==> src/rtl/stopwatch_laps_pkg.sv <==
// ============================================================================
// Module      : stopwatch_pkg
// Description : Shared time record, FSM state encoding and field limits for
//               the stopwatch_laps core.
// Revision    : 1.0 - initial release
// ============================================================================
`default_nettype none

package stopwatch_pkg;

    localparam int CENT_MAX = 99;
    localparam int SEC_MAX  = 59;
    localparam int MIN_MAX  = 59;

    typedef struct packed {
        logic [5:0] min;
        logic [5:0] sec;
        logic [6:0] cent;
    } time_t;

    typedef enum logic [1:0] {
        IDLE   = 2'd0,
        RUN    = 2'd1,
        PAUSED = 2'd2
    } sw_state_e;

    function automatic logic time_is_max(input time_t t);
        return (t.cent == 7'(CENT_MAX)) && (t.sec == 6'(SEC_MAX)) &&
               (t.min == 6'(MIN_MAX));
    endfunction

    // Ripple carry cent -> sec -> min; 59:59.99 rolls to zero.
    function automatic time_t time_inc(input time_t t);
        time_t r;
        r = t;
        if (t.cent == 7'(CENT_MAX)) begin
            r.cent = '0;
            if (t.sec == 6'(SEC_MAX)) begin
                r.sec = '0;
                if (t.min == 6'(MIN_MAX)) begin
                    r.min = '0;
                end else begin
                    r.min = t.min + 6'd1;
                end
            end else begin
                r.sec = t.sec + 6'd1;
            end
        end else begin
            r.cent = t.cent + 7'd1;
        end
        return r;
    endfunction

endpackage

`default_nettype wire

==> src/rtl/stopwatch_laps_buffer.sv <==
// ============================================================================
// Module      : lap_buffer
// Description : Circular lap store indexed relative to the oldest entry.
//               Macro LAP_OVERWRITE_EN selects overwrite-oldest when full;
//               otherwise laps are dropped once full.
// Revision    : 1.0 - initial release
// ============================================================================
`default_nettype none

module lap_buffer
    import stopwatch_pkg::*;
#(
    parameter int  LAP_DEPTH = 4,
    localparam int IW        = $clog2(LAP_DEPTH),
    localparam int CW        = $clog2(LAP_DEPTH + 1)
) (
    input  logic          clk,
    input  logic          rst,
    input  logic          clr_i,
    input  logic          wr_i,
    input  time_t         wr_data_i,
    input  logic [IW-1:0] rd_idx_i,
    output time_t         rd_data_o,
    output logic [CW-1:0] count_o,
    output logic          full_o
);

    time_t         mem_q [LAP_DEPTH];
    logic [IW-1:0] wr_ptr_q, wr_ptr_d;
    logic [CW-1:0] count_q, count_d;

    logic          w_full;
    logic          w_accept;
    logic          w_rd_valid;
    logic [IW-1:0] w_base;
    logic [IW:0]   w_sum;
    logic [IW:0]   w_phys;

    assign w_full = (count_q == CW'(LAP_DEPTH));

`ifdef LAP_OVERWRITE_EN
    assign w_accept = wr_i && !clr_i;
`else
    assign w_accept = wr_i && !clr_i && !w_full;
`endif

    always_comb begin
        wr_ptr_d = wr_ptr_q;
        count_d  = count_q;
        if (clr_i) begin
            wr_ptr_d = '0;
            count_d  = '0;
        end else if (w_accept) begin
            wr_ptr_d = (wr_ptr_q == IW'(LAP_DEPTH - 1)) ? '0 : wr_ptr_q + IW'(1);
            if (!w_full) begin
                count_d = count_q + CW'(1);
            end
        end
    end

    always_ff @(posedge clk) begin
        if (rst) begin
            wr_ptr_q <= '0;
            count_q  <= '0;
        end else begin
            wr_ptr_q <= wr_ptr_d;
            count_q  <= count_d;
        end
    end

    // Storage needs no reset: count_q gates every read.
    always_ff @(posedge clk) begin
        if (w_accept) begin
            mem_q[wr_ptr_q] <= wr_data_i;
        end
    end

    // Once full the write pointer sits on the oldest entry.
    assign w_base     = w_full ? wr_ptr_q : '0;
    assign w_sum      = {1'b0, w_base} + {1'b0, rd_idx_i};
    assign w_phys     = (w_sum >= (IW+1)'(LAP_DEPTH)) ? w_sum - (IW+1)'(LAP_DEPTH) : w_sum;
    assign w_rd_valid = ({1'b0, rd_idx_i} < (IW+1)'(count_q));

    assign rd_data_o = w_rd_valid ? mem_q[w_phys[IW-1:0]] : '0;
    assign count_o   = count_q;
    assign full_o    = w_full;

endmodule

`default_nettype wire

==> src/rtl/stopwatch_laps.sv <==
// ============================================================================
// Module      : stopwatch_laps
// Description : mm:ss.cc stopwatch with start/pause/clear FSM, prescaler and
//               lap buffer (overwrite policy via macro LAP_OVERWRITE_EN).
// Revision    : 1.0 - initial release
// ============================================================================
`default_nettype none

module stopwatch_laps
    import stopwatch_pkg::*;
#(
    parameter int  CLK_DIV   = 1,
    parameter int  LAP_DEPTH = 4,
    localparam int IW        = $clog2(LAP_DEPTH),
    localparam int CW        = $clog2(LAP_DEPTH + 1)
) (
    input  logic          clk,
    input  logic          rst,
    input  logic          start_i,
    input  logic          pause_i,
    input  logic          clear_i,
    input  logic          lap_i,
    input  logic          show_lap_i,
    input  logic [IW-1:0] rd_idx_i,
    output logic [6:0]    cent_o,
    output logic [5:0]    sec_o,
    output logic [5:0]    min_o,
    output logic          running_o,
    output logic [CW-1:0] lap_count_o,
    output logic          lap_full_o,
    output logic          wrap_o
);

    localparam int PW = (CLK_DIV > 1) ? $clog2(CLK_DIV) : 1;

    sw_state_e     state_q, state_d;
    logic [PW-1:0] presc_q, presc_d;
    time_t         time_q,  time_d;
    time_t         disp_q,  disp_d;
    logic          wrap_q,  wrap_d;

    logic          w_tick;
    logic          w_lap_wr;
    time_t         w_lap_rd;

    assign w_tick   = (state_q == RUN) && (presc_q == PW'(CLK_DIV - 1));
    assign w_lap_wr = lap_i && !clear_i && (state_q != IDLE);

    lap_buffer #(
        .LAP_DEPTH (LAP_DEPTH)
    ) u_lap_buffer (
        .clk       (clk),
        .rst       (rst),
        .clr_i     (clear_i),
        .wr_i      (w_lap_wr),
        .wr_data_i (time_q),
        .rd_idx_i  (rd_idx_i),
        .rd_data_o (w_lap_rd),
        .count_o   (lap_count_o),
        .full_o    (lap_full_o)
    );

    // Pause outranks start, so a simultaneous start is dropped even when the
    // pause itself has no effect.
    always_comb begin
        state_d = state_q;
        presc_d = presc_q;
        time_d  = time_q;
        wrap_d  = 1'b0;
        if (clear_i) begin
            state_d = IDLE;
            presc_d = '0;
            time_d  = '0;
        end else begin
            if (state_q == RUN) begin
                presc_d = w_tick ? '0 : presc_q + PW'(1);
            end
            if (w_tick) begin
                time_d = time_inc(time_q);
                wrap_d = time_is_max(time_q);
            end
            if (pause_i) begin
                if (state_q == RUN) begin
                    state_d = PAUSED;
                end
            end else if (start_i && (state_q != RUN)) begin
                state_d = RUN;
            end
        end
    end

    // Invalid lap indices already read back as zero from the buffer.
    always_comb begin
        disp_d = show_lap_i ? w_lap_rd : time_q;
    end

    always_ff @(posedge clk) begin
        if (rst) begin
            state_q <= IDLE;
            presc_q <= '0;
            time_q  <= '0;
            disp_q  <= '0;
            wrap_q  <= 1'b0;
        end else begin
            state_q <= state_d;
            presc_q <= presc_d;
            time_q  <= time_d;
            disp_q  <= disp_d;
            wrap_q  <= wrap_d;
        end
    end

    assign cent_o    = disp_q.cent;
    assign sec_o     = disp_q.sec;
    assign min_o     = disp_q.min;
    assign running_o = (state_q == RUN);
    assign wrap_o    = wrap_q;

endmodule

`default_nettype wire

==> config.mk <==
export PLATFORM = sky130hd
export DESIGN_NAME = stopwatch_laps
export DESIGN_NICKNAME = d
export VERILOG_FILES = /design/src/rtl/stopwatch_laps_pkg.sv /design/src/rtl/stopwatch_laps_buffer.sv /design/src/rtl/stopwatch_laps.sv
export SDC_FILE = /design/constraint.sdc
export NUM_CORES = 1
export LEC_CHECK = 0
export BUFFER_PORTS_ARGS = -buffer_cell sky130_fd_sc_hd__buf_2
export CAP_MARGIN = 5
export CORE_MARGIN = 5
export CORE_UTILIZATION = 29
export CTS_BUF_LIST = sky130_fd_sc_hd__clkbuf_8
export DETAILED_ROUTE_END_ITERATION = 7
export GPL_TIMING_DRIVEN = 0
export PLACE_DENSITY_LB_ADDON = 0.3
export SETUP_SLACK_MARGIN = 0.02
export SLEW_MARGIN = 40
export SYNTH_ARGS = -nofsm -noshare
export SYNTH_HDL_FRONTEND = slang
export SYNTH_SLANG_ARGS = --single-unit
==> constraint.sdc <==
create_clock -name clk -period 5.5 [get_ports clk]
set_input_delay 0.275 -clock clk [delete_from_list [all_inputs] [get_ports clk]]
set_output_delay 0.275 -clock clk [all_outputs]
set_load 0.005 [all_outputs]
==> reports/qor.txt, run 1 <==
CP peak stage delay: 0.42 ns
Logic pwr share: 0.028
Worst-margin pin slew: 0.735 ns
Synth area leader: edfxtp_1
CTS root buffer: clkbuf_8
Power per Cell Area: 316 nW/um2
Post-Syn Area: 4870 um2
Cell Chain, Critical Path: inv_1 -> ha_1 -> and3_1 -> ha_1 -> xor2_1 -> xnor2_1 -> buf_4 -> buf_4 -> mux2i_1 -> o221ai_1
RSZ-0062 raised after global routing: false
# diodes: 0
HP Start: pause_i
CTS max path bufs: 2
Multi-input gate area: 1540 um2
Clock Skew: 0.0101 ns
# IOs: 34
CTS H-tree lvls: 4
Rel. slew slack: 0.509
Startpoint Class: register
Cell variety after synth: 42
Critical-path top delay cell: dfxtp_1
WL/cell: 15.9 um
RR Startpoint: u_lap_buffer.count_o[0]$_SDFFE_PP0P_
Total core area: 16,500 um2
Sequential area share after synthesis: 0.662
Status: completed
Yosys warning count: 0
Crit path kind: reg -> reg
R2R Path End: min_o[3]$_SDFF_PP0_
Routed via count: 2,945
Critical path buffers and inverters: 3
TritonCTS Sinks: 123
Switching share of power: 0.205
Final WL: 10.1 mm
Detail Route Antenna Nets: 0
Crit Path Max Fanout: 10
Worst-Skew Late Latency: 0.43 ns
P_sw: 0.000369 W
Pre-Repair DR Iteration Count: 4
Setup TNS: 0 ns
Worst hold path depth: 3
# DRC: 0
HP Class: in -> reg
Number of global-route vias before repair: 2,974
Total congestion overflow: 0
Endpoint, Worst Hold: state_q[1]$_SDFFE_PP0P_
Post-cts sizing count: 0
Post-DP HPWL: 6.33 mm
Initial DRC count: 185
CTS tree: done
Layout cells sized above 1: 0.208
Dominant synthesized flop cell: edfxtp_1
Die area: 19,500 um2
Clk network pwr share: 0.432
FILL cells: 1,597
Crit path time final: 2.56 ns
Mean area per synthesized cell: 13.7 um2
Worst EP required: 5.79 ns
Setup crit end kind: register
Post-Synthesis Net Count: 375
GRT Overall Usage: 0.107
Fin nets: 427
Final Cycle Share: 0.466
P_leak: 2.12 nW
Synth Instances: 355
First-pass GRT wire length: 15.8 mm
# hold bufs at CTS: 0
Share of power burned in registers: 0.540
Area contributors post-synth: edfxtp_1 (47%), dfxtp_1 (19%), mux2i_1 (9.0%)
Pin count of the biggest net entering global routing: 20
R2r setup slk: 2.94 ns
Average vias per placed instance: 4.61
CTS buffer count: 17
Final Hold Fails: 0
Cell count of the worst reg-to-reg path: 10
Area fraction of the dominant cell type after synthesis: 0.469
Fmax: 390 MHz
Core Util, Final: 0.345
Layout area overhead: 17.2%
GPL Wtd Cong: 0.737
Number of synthesized flops with an enable pin: 76
Finish-stage setup viols: 0
Async SR Flop Fraction: 0
Max cap viols: 0
Initial Util: 0.295
P_int: 0.00143 W
Synthesized flop and latch total: 123
Antenna violations before repair: 0
Clock transition at the registers of the reported paths: 0.07 ns
Die width: 140 um
Max Slew Vio Count: 0
Worst IR Drop VDD: 0.139 mV
Crit path max-delay family: buffers and inverters
Rows: 47
Crit path DAT: 2.85 ns
Post-CTS Setup Inserts: 0
Sequential cell area: 3220 um2
Chip height: 140 um
Number of port buffers: 33
-- power by group through the flow --
stage | logic, W | clock network [W] | registers [W]
final | 0.0000500 | 0.000778 | 0.000973
after CTS | 0.0000512 | 0.000804 | 0.000973
after detailed placement | 0.0000511 | 0 | 0.000994
after global routing | 0.0000550 | 0.000840 | 0.000973
after floorplan | 0.0000316 | 0 | 0.000994
after global placement | 0.0000504 | 0 | 0.000994
-- cell families (layout without fill, tap and decap cells) --
kind of cell | count (synthesis) | in the layout | synth area share
flip-flops | 123 | 123 | 0.662
AND/OR/NAND/NOR | 100 | 100 | 0.112
adder cells (fa/ha/maj) | 11 | 11 | 0.0283
multiplexers | 44 | 44 | 0.0905
XOR/XNOR | 11 | 11 | 0.0198
AO/OA/AOI/OAI | 44 | 44 | 0.0632
buffers and inverters | 22 | 86 | 0.0239
-- worst max-delay path by stage --
stage / start / to / slack, ns / depth (start not counted)
floorplan: u_lap_buffer.count_o[0]$_SDFFE_PP0P_ / u_lap_buffer.mem_q[3][0]$_DFFE_PP_ / 3.29 / 5
global placement: u_lap_buffer.count_o[0]$_SDFFE_PP0P_ / u_lap_buffer.mem_q[3][6]$_DFFE_PP_ / 2.72 / 5
detailed placement: u_lap_buffer.count_o[0]$_SDFFE_PP0P_ / min_o[4]$_SDFF_PP0_ / 2.90 / 10
CTS: u_lap_buffer.count_o[0]$_SDFFE_PP0P_ / min_o[4]$_SDFF_PP0_ / 2.89 / 10
global route: u_lap_buffer.count_o[0]$_SDFFE_PP0P_ / min_o[1]$_SDFF_PP0_ / 2.76 / 10
finish: u_lap_buffer.count_o[0]$_SDFFE_PP0P_ / min_o[3]$_SDFF_PP0_ / 2.94 / 10
-- state kept, by name, indices dropped and copies added (netlist names) --
| name | count |
|---|---|
| cent_o | 7 |
| min_o | 6 |
| presc_q | 1 |
| sec_o | 6 |
| state_q | 2 |
| time_q | 19 |
| u_lap_buffer.count_o | 3 |
| u_lap_buffer.mem_q | 76 |
| u_lap_buffer.wr_ptr_q | 2 |
| wrap_o | 1 |
-- cells in the final DEF (no fill, tap or decap), types with 4 or more instances in the layout --
cell type and instances:
a21oi_1 14, and2_2 4, inv_1 10, nand3_1 6, and3_1 5, o221ai_1 19
xor2_1 5, clkinv_2 5, xnor2_1 6, o21ai_0 8, clkbuf_1 4, edfxtp_1 76
mux2i_1 44, ha_1 11, dfxtp_1 47, buf_4 4, nand2_1 29, clkbuf_8 21
nor2_1 24, buf_2 36
-- synth_stat cells (all sizes together) (3+ instances only) --
cell    count
nor2b       3
xnor2       6
inv         8
o221ai     19
clkbuf      4
nand3       6
buf        10
edfxtp     76
or4         3
xor2        5
or3         3
nor2       25
nand4       4
and3        7
and2        6
o21ai       8
mux2i      44
nand2      29
a21oi      14
dfxtp      47
ha         11
nand2b      3
-- final cells by class --
type,instances,share of cell area
Buffer,14,0.0151
Clock buffer,21,0.0507
Clock inverter,10,0.0175
Inverter,8,0.00526
Multi-Input combinational cell,210,0.269
Sequential cell,123,0.565
Tap cell,220,0.0483
Timing Repair Buffer,33,0.0290
-- stage by stage --
step | hold WS [ns] | instance area (um2) | total power, W | std cells | worst slack, ns
finish | 0.108 | 5700 | 0.00180 | 639 | 2.94
global route | 0.0987 | 5700 | 0.00187 | 639 | 2.76
CTS | 0.0724 | 5700 | 0.00183 | 639 | 2.89
detailed placement | 0.435 | 5320 | 0.00104 | 608 | 2.90
global placement | 0.430 | 5310 | 0.00104 | 608 | 2.72
floorplan | 0.415 | 4870 | 0.00103 | 355 | 3.29
-- worst min-delay path: stages --
cell     delay [ns]
buf_2          0.11
nand2_1        0.05
a21oi_1        0.05
-- routing by layer --
layer,global-route usage,part of all wire
met2,0.166,0.47
met3,0.0336,0.041
met4,0.0469,0.015
met1,0.137,0.47
met5,0,0
No activity file was read; power rests on OpenSTA's default activity.
==> run 2, diff against run 1 <==
--- a/config.mk
+++ b/config.mk
@@ -5,6 +5,7 @@
 export SDC_FILE = /design/constraint.sdc
 export NUM_CORES = 1
 export LEC_CHECK = 0
+export ABC_AREA = 1
 export BUFFER_PORTS_ARGS = -buffer_cell sky130_fd_sc_hd__buf_2
 export CAP_MARGIN = 5
 export CORE_MARGIN = 5
==> constraint.sdc (replaced) <==
create_clock -name clk -period 2.5 [get_ports clk]
set_input_delay 0.125 -clock clk [delete_from_list [all_inputs] [get_ports clk]]
set_output_delay 0.125 -clock clk [all_outputs]
set_load 0.005 [all_outputs]
==> reports/qor.txt, run 2 <==
Fmax: 441 MHz (+13%)
Met2 usage: 0.188 (+0.0219)
HP Class: in -> reg
Number of global-route vias before repair: 3,617 (+22%)
Global-route layer with the greatest usage: met2
Average vias per placed instance: 4.54 (-1.5%)
TritonCTS Sinks: 123 (unchanged)
Most common cell after layout, fill and taps aside: nand2_1
Final Cycle Share: 0.907 (+0.441)
Final total power: 0.00405 W (+120%)
Number of port buffers: 33 (unchanged)
CTS root buffer: clkbuf_8
WL/cell: 14.5 um (-8.8%)
Met1 Use GR: 0.149 (+0.0122)
Synth Instances: 497 (+40%)
Count leader, synth: nand2_1
Crit path time final: 2.27 ns (-0.294 ns)
Max Slew Vio Count: 0 (unchanged)
Mean area per synthesized cell: 10.4 um2 (-24%)
Worst-margin pin slew: 0.573 ns (-0.162 ns)
Cell Count Post-Placement: 763 (+25%)
Met3 global-route usage: 0.0366 (+0.00299)
Clock transition at the registers of the reported paths: 0.07 ns (about the same)
Async SR Flop Fraction: 0 (unchanged)
FILL cells: 1,779 (+11%)
Synth area leader: edfxtp_1
Fin nets: 577 (+35%)
Antenna violations before repair: 0 (unchanged)
Detail Route Antenna Nets: 0 (unchanged)
Crit path kind: reg -> reg
# diodes: 0 (unchanged)
Worst EP required: 2.78 ns (-3.01 ns)
RSZ-0062 raised after global routing: false
Yosys warning count: 0 (unchanged)
GPL Wtd Cong: 0.790 (+7.1%)
Placed instance area: 5730 um2 (+7.8%)
Power per Cell Area: 655 nW/um2 (+110%)
# DRC: 0 (unchanged)
Setup crit end kind: register
Layout cells sized above 1: 0.170 (-0.0375)
CTS H-tree lvls: 4 (unchanged)
Initial Util: 0.292 (-0.00263)
Total congestion overflow: 0 (unchanged)
Max reg flops: 76 (unchanged)
Crit path DAT: 2.55 ns (-0.30 ns)
Setup TNS: 0 ns (unchanged)
Critical-path top delay cell: dfxtp_1
Layout area overhead: 19.0%
Routed via count: 3,629 (+23%)
Cell Chain, Critical Path: inv_1 -> ha_1 -> nand2_1 -> nor2_1 -> ha_1 -> buf_4 -> buf_4 -> mux2i_1 -> nand2_1 -> nand3_1 -> a21oi_1
CTS max path bufs: 2 (unchanged)
Post-Syn Area: 5190 um2 (+6.6%)
Crit path max-delay family: adder cells
Area contributors post-synth: edfxtp_1 (44%), dfxtp_1 (18%), nand2_1 (7.7%)
Chip height: 144 um (+3.0%)
Cell variety after synth: 30 (-29%)
Area fraction of the dominant cell type after synthesis: 0.440 (-0.0292)
Rows: 49 (+4.3%)
Critical path buffers and inverters: 3 (unchanged)
Sequential area share after synthesis: 0.621 (-0.0412)
Post-synth top cells: nand2_1 (106), edfxtp_1 (76), nand3_1 (57)
Post-Synthesis Net Count: 517 (+38%)
Finish-stage setup viols: 0 (unchanged)
Non-filler cells, final: 799 (+25%)
GRT Overall Usage: 0.117 (+0.0108)
Post-DP HPWL: 7.65 mm (+21%)
Crit Path Max Fanout: 10 (unchanged)
Number of synthesized flops with an enable pin: 76 (unchanged)
CTS tree: done
Pre-Repair DR Iteration Count: 5 (+1)
Rel. slew slack: 0.618 (+0.109)
# IOs: 34 (unchanged)
Clock Skew: 0.00964 ns (-0.000497 ns)
Die width: 144 um (+3.0%)
Biggest register: u_lap_buffer.mem_q
Total core area: 17,800 um2 (+7.6%)
Final instance area: 6180 um2 (+8.3%)
Dominant synthesized flop cell: edfxtp_1
Status: completed
CP peak stage delay: 0.36 ns (-0.06 ns)
Worst-Skew Late Latency: 0.44 ns (about the same)
Initial DRC count: 338 (+83%)
Final Hold Fails: 0 (unchanged)
Max cap viols: 0 (unchanged)
Worst IR Drop VDD: 0.304 mV (+120%)
Die area: 20,700 um2 (+6.1%)
P_leak: 2.42 nW (+14%)
Commonest cells after routing, fill and taps aside: nand2_1 (106), edfxtp_1 (76), nand3_1 (57), dfxtp_1 (47), inv_1 (44)
Core Util, Final: 0.348 (+0.00231)
CTS buffer count: 17 (unchanged)
First-pass GRT wire length: 18.4 mm (+16%)
Startpoint Class: register
Final WL: 11.6 mm (+14%)
Synthesized flop and latch total: 123 (unchanged)
Pin count of the biggest net entering global routing: 20 (unchanged)
[run 2: logic make-up after synthesis]
family	count (synthesis)	share of synthesized area
mux	19	0.0366
buf+inv	62	0.0535
flops	123	0.621
simple gates	210	0.182
xor+xnor	7	0.0118
fa+ha+maj	11	0.0265
compound gates	65	0.0689
[run 2: worst reg2reg max path: stages (launching register included)]
cell	delay, ns
dfxtp_1	0.36
inv_1	0.09
ha_1	0.22
nand2_1	0.12
nor2_1	0.06
ha_1	0.36
buf_4	0.20
buf_4	0.25
mux2i_1	0.21
nand2_1	0.06
nand3_1	0.06
a21oi_1	0.10
[run 2: path summary, 6_finish.rpt]
kind                                                           start              endpoint  slack, ns  cells past startpoint
worst min register to register                  presc_q$_SDFFE_PP0P_  presc_q$_SDFFE_PP0P_       0.47                      2
worst max register to register  u_lap_buffer.count_o[0]$_SDFFE_PP0P_   min_o[5]$_SDFF_PP0_       0.23                     11
worst min-delay path                                             rst  presc_q$_SDFFE_PP0P_       0.04                      4
worst max-delay path            u_lap_buffer.count_o[0]$_SDFFE_PP0P_   min_o[5]$_SDFF_PP0_       0.23                     11
[run 2: layout make-up]
type	count	area, um2	share of cell area
Tap cell	229	287	0.0464
Multi-Input combinational cell	312	1720	0.279
Buffer	17	109	0.0176
Clock inverter	10	98.8	0.0160
Clock buffer	22	303	0.0490
Inverter	45	169	0.0273
Sequential cell	123	3220	0.522
Timing Repair Buffer	41	265	0.0429
[run 2: per-stage QoR]
step,hold slack [ns],setup slack [ns]
final,0.0400,0.233
after global routing,0.0433,0.0470
after CTS,0.0131,0.235
after detailed placement,0.418,0.258
after global placement,0.409,-0.588
after floorplan,0.290,0.215
[run 2: per-layer routing]
layer / vias to the layer above / share of wire / wire, um
li1: 1811 / - / -
met1: 1706 / 0.46 / 5340
met2: 92 / 0.47 / 5410
met3: 20 / 0.051 / 590
met4: 0 / 0.019 / 214
met5: - / 0 / 0
[run 2: repair_timing]
item,4_1_cts,5_1_grt
hold endpoints to repair,4,0
buffers inserted,0,0
resized for setup,0,1
endpoints found under the setup margin,0,5
hold buffers,4,0
[run 2: report_power, final]
| group | internal [W] | leakage (nW) | total, W | switching, W |
|---|---|---|---|---|
| sequential | 0.00214 | 1.15 | 0.00214 | 0.00000302 |
| clock | 0.00100 | 0.218 | 0.00175 | 0.000751 |
| combinational | 0.0000548 | 1.05 | 0.000155 | 0.0000998 |
